--- src/rtl/mem_port_arbiter_pkg.sv ---
// Shared types and constants for the instruction/data memory port arbiter.
package mem_port_arbiter_pkg;

  localparam logic ARB_OWNER_INST = 1'b0;
  localparam logic ARB_OWNER_DATA = 1'b1;
  localparam int unsigned ARB_QENT_WD = 2;

  typedef enum logic {
    ST_IDLE  = 1'b0,
    ST_ISSUE = 1'b1
  } arb_state_t;

  // Response-queue entry: who owns the outstanding response and whether to drop it.
  typedef struct packed {
    logic owner;
    logic discard;
  } arb_qent_t;

endpackage

--- src/rtl/arb_resp_queue.sv ---
// Circular FIFO of {owner,discard} entries tracking responses still owed by the bus.
module arb_resp_queue
  import mem_port_arbiter_pkg::*;
#(
  parameter int unsigned DEPTH = 2,
  parameter int unsigned CNT_W = $clog2(DEPTH + 1)
) (
  input  logic             clk,
  input  logic             reset,
  input  logic             push,
  input  arb_qent_t        push_ent,
  input  logic             pop,
  input  logic             mark_inst_discard,
  output logic [CNT_W-1:0] count,
  output arb_qent_t        head
);

  localparam int unsigned PTR_W = (DEPTH > 1) ? $clog2(DEPTH) : 1;

  arb_qent_t        mem [DEPTH];
  logic [PTR_W-1:0] rd_ptr;
  logic [PTR_W-1:0] wr_ptr;

  function automatic logic [PTR_W-1:0] ptr_inc(input logic [PTR_W-1:0] p);
    return (p == PTR_W'(DEPTH - 1)) ? '0 : p + PTR_W'(1);
  endfunction

  // Head of queue is the oldest outstanding response.
  always_comb begin
    head = mem[rd_ptr];
  end

  // Storage, pointers and occupancy; a push lands after the flush broadcast so it keeps its own flag.
  always_ff @(posedge clk) begin
    if (reset) begin
      rd_ptr <= '0;
      wr_ptr <= '0;
      count  <= '0;
      for (int i = 0; i < int'(DEPTH); i++) begin
        mem[i] <= '0;
      end
    end else begin
      if (mark_inst_discard) begin
        for (int i = 0; i < int'(DEPTH); i++) begin
          if (mem[i].owner == ARB_OWNER_INST) begin
            mem[i].discard <= 1'b1;
          end
        end
      end
      if (push) begin
        mem[wr_ptr] <= push_ent;
        wr_ptr      <= ptr_inc(wr_ptr);
      end
      if (pop) begin
        rd_ptr <= ptr_inc(rd_ptr);
      end
      case ({push, pop})
        2'b10:   count <= count + CNT_W'(1);
        2'b01:   count <= count - CNT_W'(1);
        default: count <= count;
      endcase
    end
  end

endmodule

--- src/rtl/mem_port_arbiter.sv ---
// Arbitrates the IF fetch port and MEM data port onto one SRAM-like bus, in-order responses.
module mem_port_arbiter
  import mem_port_arbiter_pkg::*;
#(
  parameter int unsigned OUTSTANDING  = 2,
  parameter int unsigned STARVE_LIMIT = 4
) (
  input  logic        clk,
  input  logic        reset,
  input  logic        inst_req,
  input  logic [31:0] inst_addr,
  input  logic        inst_cancel,
  output logic        inst_addr_ok,
  output logic        inst_data_ok,
  output logic [31:0] inst_rdata,
  input  logic        data_req,
  input  logic        data_wr,
  input  logic [1:0]  data_size,
  input  logic [3:0]  data_wstrb,
  input  logic [31:0] data_addr,
  input  logic [31:0] data_wdata,
  output logic        data_addr_ok,
  output logic        data_data_ok,
  output logic [31:0] data_rdata,
  output logic        bus_req,
  output logic        bus_wr,
  output logic [1:0]  bus_size,
  output logic [3:0]  bus_wstrb,
  output logic [31:0] bus_addr,
  output logic [31:0] bus_wdata,
  input  logic        bus_addr_ok,
  input  logic        bus_data_ok,
  input  logic [31:0] bus_rdata
);

  localparam int unsigned CNT_W = $clog2(OUTSTANDING + 1);
  localparam int unsigned STV_W = $clog2(STARVE_LIMIT + 1);

  arb_state_t       state;
  logic [STV_W-1:0] starve;
  logic             issue_owner;
  logic             issue_discard;
  logic [CNT_W-1:0] q_count;
  arb_qent_t        q_head;
  arb_qent_t        push_ent;
  logic             push_fire;
  logic             pop_fire;
  logic             can_accept;
  logic             grant_inst;
  logic             head_inst_ok;

  arb_resp_queue #(
    .DEPTH (OUTSTANDING),
    .CNT_W (CNT_W)
  ) u_resp_queue (
    .clk               (clk),
    .reset             (reset),
    .push              (push_fire),
    .push_ent          (push_ent),
    .pop               (pop_fire),
    .mark_inst_discard (inst_cancel),
    .count             (q_count),
    .head              (q_head)
  );

  // Grant, queue handshake and response routing; a pop frees a slot for a same-cycle accept.
  always_comb begin
    pop_fire     = bus_data_ok && (q_count != '0);
    can_accept   = (state == ST_IDLE) && ((q_count < CNT_W'(OUTSTANDING)) || pop_fire);
    grant_inst   = inst_req && (!data_req || (starve == STV_W'(STARVE_LIMIT)));
    inst_addr_ok = can_accept && grant_inst;
    data_addr_ok = can_accept && data_req && !grant_inst;

    push_fire        = (state == ST_ISSUE) && bus_addr_ok;
    push_ent.owner   = issue_owner;
    push_ent.discard = issue_discard || (inst_cancel && (issue_owner == ARB_OWNER_INST));

    head_inst_ok = !q_head.discard && !inst_cancel;
    data_data_ok = pop_fire && (q_head.owner == ARB_OWNER_DATA);
    inst_data_ok = pop_fire && (q_head.owner == ARB_OWNER_INST) && head_inst_ok;
    data_rdata   = data_data_ok ? bus_rdata : 32'h0;
    inst_rdata   = inst_data_ok ? bus_rdata : 32'h0;
  end

  // IDLE/ISSUE sequencing, bus payload registers and starvation counter.
  always_ff @(posedge clk) begin
    if (reset) begin
      state         <= ST_IDLE;
      starve        <= '0;
      issue_owner   <= ARB_OWNER_INST;
      issue_discard <= 1'b0;
      bus_req       <= 1'b0;
      bus_wr        <= 1'b0;
      bus_size      <= 2'd0;
      bus_wstrb     <= 4'h0;
      bus_addr      <= 32'h0;
      bus_wdata     <= 32'h0;
    end else begin
      case (state)
        ST_IDLE: begin
          if (inst_addr_ok) begin
            state         <= ST_ISSUE;
            starve        <= '0;
            issue_owner   <= ARB_OWNER_INST;
            issue_discard <= 1'b0;
            bus_req       <= 1'b1;
            bus_wr        <= 1'b0;
            bus_size      <= 2'd2;
            bus_wstrb     <= 4'h0;
            bus_addr      <= inst_addr;
            bus_wdata     <= 32'h0;
          end else if (data_addr_ok) begin
            state         <= ST_ISSUE;
            issue_owner   <= ARB_OWNER_DATA;
            issue_discard <= 1'b0;
            bus_req       <= 1'b1;
            bus_wr        <= data_wr;
            bus_size      <= data_size;
            bus_wstrb     <= data_wstrb;
            bus_addr      <= data_addr;
            bus_wdata     <= data_wdata;
            if (inst_req && (starve != STV_W'(STARVE_LIMIT))) begin
              starve <= starve + STV_W'(1);
            end
          end
        end
        ST_ISSUE: begin
          if (bus_addr_ok) begin
            state   <= ST_IDLE;
            bus_req <= 1'b0;
          end else if (inst_cancel && (issue_owner == ARB_OWNER_INST)) begin
            issue_discard <= 1'b1;
          end
        end
        default: state <= ST_IDLE;
      endcase
    end
  end

endmodule

--- config.mk ---
export PLATFORM = sky130hd
export DESIGN_NAME = mem_port_arbiter
export DESIGN_NICKNAME = d
export VERILOG_FILES = /design/src/rtl/mem_port_arbiter_pkg.sv /design/src/rtl/arb_resp_queue.sv /design/src/rtl/mem_port_arbiter.sv
export SDC_FILE = /design/constraint.sdc
export NUM_CORES = 1
export LEC_CHECK = 0
export CAP_MARGIN = 20
export CORE_AREA = 2 2 108 110
export DETAILED_ROUTE_END_ITERATION = 7
export DIE_AREA = 0 0 110 112
export GPL_ROUTABILITY_DRIVEN = 0
export PLACE_DENSITY_LB_ADDON = 0.3
export SLEW_MARGIN = 20
export SYNTH_ARGS = -nofsm -noshare
export SYNTH_HDL_FRONTEND = slang
export SYNTH_SLANG_ARGS = --single-unit
--- constraint.sdc ---
create_clock -name clk -period 4.81 [get_ports clk]
set_clock_uncertainty 0.1 [all_clocks]
set_input_delay 0.7215 -clock clk [delete_from_list [all_inputs] [get_ports clk]]
set_output_delay 0.7215 -clock clk [all_outputs]
set_load 0.02 [all_outputs]
==> metrics <==
Syn Inst Count 466; Net Count, Synth 611; ys async rst share 0%; DR vias 4,228; Slowest-stage cell, CP or4_4; most frequent cell on the critical path clkdlybuf4s50_1; via/cell ratio 4.84; Syn Area/Cell 8.39 sq um; r2r setup slk 2.67 ns; All-Layer GR Usage 20.9%; Initial DRC Count about 210; Die Height 112 um; compound-gate portion of the synthesized area about 17%; Crit path depth 5; commonest register cell after synthesis dfxtp_1; Seq cells post-synth 87; Filler Cells Inserted 997; diode count 0; clk buf depth 2; Tightest Hold Check Type reg2reg; worst path required time about 4 ns; Adder-Cell Fraction of Synth Area 0.960%; VDD IR max roughly 240 uV; DRT met1 WL 4.91 mm; CTS Buf Count 9; fin crit share slightly below 80%; TNS Setup 0 ns; CP Buf/Inv Count 4; RSZ-0062 raised after global routing false; Critical Path AT ~3 ns; routed length on met2 roughly 6.9 mm; fraction of synthesized area in multiplexers 1.09%; initial core utilization 35.0%; unique cell type count in the Yosys netlist 39; setup ws final between 0.9 and 1 ns; vias in the first global route approximately 4,000; Post-CTS Setup Bufs 0; post-route cell area 7080 sq um; final worst path period need 3.82 ns; Lkg Pwr 2.71 nW; H-tree levels 3; Core Box Area 11,200 sq um; area post-placement 6760 sq um; Post-Synth XOR/XNOR Area 1.34%; Critical R2R Launch starve[0]; Largest delay share family, worst path buffers and inverters; CTS tree yes; area delta synth->final 80.9%; initial antenna violation count 0; first-pass GRT wire length 20.3 mm; IO Count 282; worst slew pin tran 0.885 ns; Crit. End Element output pin; CTS resizes 0; number of synthesized flops with an enable pin 4; drt first pass iters 5; nets 870; overall power 2.31 mW; worst relative slew slack 41.0%; Sink Count 87; final hold violations 0; Antenna Nets Post-Route 0; Worst-path clk slew 0.07 ns; clock root buffer clkbuf_16; Synth warnings 0; Die Span X about 110 um; top layer in use met4; share of cells above drive strength 1 4.11%; Hold-fix buffers, CTS 0; DP Worst Slack a little over 1 ns; met3 routed WL 1.25 mm; sequential area share after synthesis between 40% and 50%; total grt overflow 0; drt total wl 13.3 mm; critical path cell sequence clkdlybuf4s50_1 > inv_2 > or4_4 > inv_12 > clkdlybuf4s50_1; largest net degree at the start of global routing 60; DP HPWL 10.2 mm; die area 12,300 sq um; Post-Synthesis Cell Area 3910 sq um; crit path kind in2out; max-slew violations 0; main combinational cell family by area after synthesis simple AND/OR/NAND/NOR gates; RR Endpoint bus_addr[30]; IO buf count approximately 280; type of origin of the critical path primary input; Worst Path Max Fanout 37; # setup viols final 0; max incr delay on CP 0.74 ns; reg2reg path depth 7; fmax about 260 MHz; worst skew pair latency 0.33 ns; beginning of the critical path inst_req; Max-Cap Viols 0; status completed; worst setup path end inst_addr_ok; pwr/cell area 326 nW/um^2; routed len/inst 15.3 um; Rows 39; DRC 0; simple-gate share of the synthesized area 27.9%
-- per-stage QoR --
stage	hold WS [ns]	util, %	instances
after global placement	0.344	60.5	857
after floorplan	0.372	-	466
after detailed placement	0.359	60.5	857
after CTS	0.380	63.3	873
final	0.378	63.3	873
after global routing	0.410	63.3	873
-- cell usage after synthesis (2+ instances only) --
master | number | share of area [%]
dfxtp_1 | 83 | 42
nor2_1 | 78 | 7.5
nand2_1 | 67 | 6.4
and2_1 | 64 | 10
a22oi_1 | 38 | 7.3
a311oi_1 | 32 | 7.2
clkbuf_1 | 29 | 2.8
nor3_1 | 8 | 1.0
a21oi_1 | 6 | 0.77
inv_1 | 6 | 0.58
buf_1 | 5 | 0.48
edfxtp_1 | 4 | 3.1
nand2b_1 | 4 | 0.64
buf_8 | 3 | 1.2
ha_1 | 3 | 0.96
nor2b_1 | 3 | 0.48
xnor2_1 | 3 | 0.67
xor2_1 | 3 | 0.67
and4_1 | 2 | 0.45
mux2_2 | 2 | 0.58
mux2i_1 | 2 | 0.51
nand3_1 | 2 | 0.26
o21ai_0 | 2 | 0.26
o21bai_1 | 2 | 0.38
-- registers in the layout (all words and copies together), names as in the netlist, 2 cells and up, named ones only --
register	cells
bus_addr	32
bus_size	2
bus_wdata	32
bus_wstrb	4
starve	3
u_resp_queue.count	2
u_resp_queue.mem	4
-- cells by family after synthesis --
logic type      Yosys count
compound gates           87
xor+xnor                  6
buf+inv                  47
flops                    87
mux                       4
simple gates            232
fa+ha+maj                 3
-- layout make-up --
| type | count | area [sq um] | area share (%) |
|---|---|---|---|
| timing repair buffer | 287 | 2850 | 40.3 |
| multi-input combinational | 332 | 1910 | 27.1 |
| sequential | 87 | 1780 | 25.2 |
| clock buffer | 11 | 243 | 3.43 |
| tap | 143 | 179 | 2.53 |
| clock inverter | 5 | 63.8 | 0.902 |
| inverter | 8 | 42.5 | 0.601 |
-- cell usage in the layout (no fill, tap or decap), drive strengths merged, types with 2 or more instances in the layout --
cell type      instances
a21oi                  6
a22oi                 38
a311oi                32
and2                  64
and4                   2
buf                    7
clkbuf                11
clkdlybuf4s50        280
dfxtp                 83
edfxtp                 4
ha                     3
inv                   11
mux2                   2
mux2i                  2
nand2                 67
nand2b                 4
nand3                  2
nor2                  78
nor2b                  3
nor3                   8
o21ai                  3
o21bai                 2
xnor2                  3
xor2                   3
-- tightest hold or removal path: stages (launching register included) --
cell,delay [ns]
dfxtp_1,0.32
nand2_1,0.06
a21oi_1,0.05
-- metal layers --
| layer | GRT usage, % | vias to the layer above |
|---|---|---|
| met5 | 0 | - |
| met4 | 7.17 | 0 |
| met3 | 5.85 | 22 |
| met2 | 39.1 | 170 |
| met1 | 21.8 | 1923 |
| li1 | - | 2113 |
-- where the power goes --
group / switching, mW / internal (mW)
logic: 0.368 / 0.368
clock network: 0.289 / 0.424
registers: 0.0479 / 0.811
-- worst min-delay path by stage --
stage	startpoint	endpoint	slack [ns]	depth (start not counted)
final	bus_req	bus_req	0.38	2
after CTS	bus_req	bus_req	0.38	2
after floorplan	u_resp_queue.rd_ptr	flip-flop	0.37	2
after global placement	bus_req	bus_req	0.34	2
after global routing	bus_addr[4]	bus_addr[4]	0.41	2
after detailed placement	bus_req	bus_req	0.36	2
No activity file was read; power rests on OpenSTA's default activity.
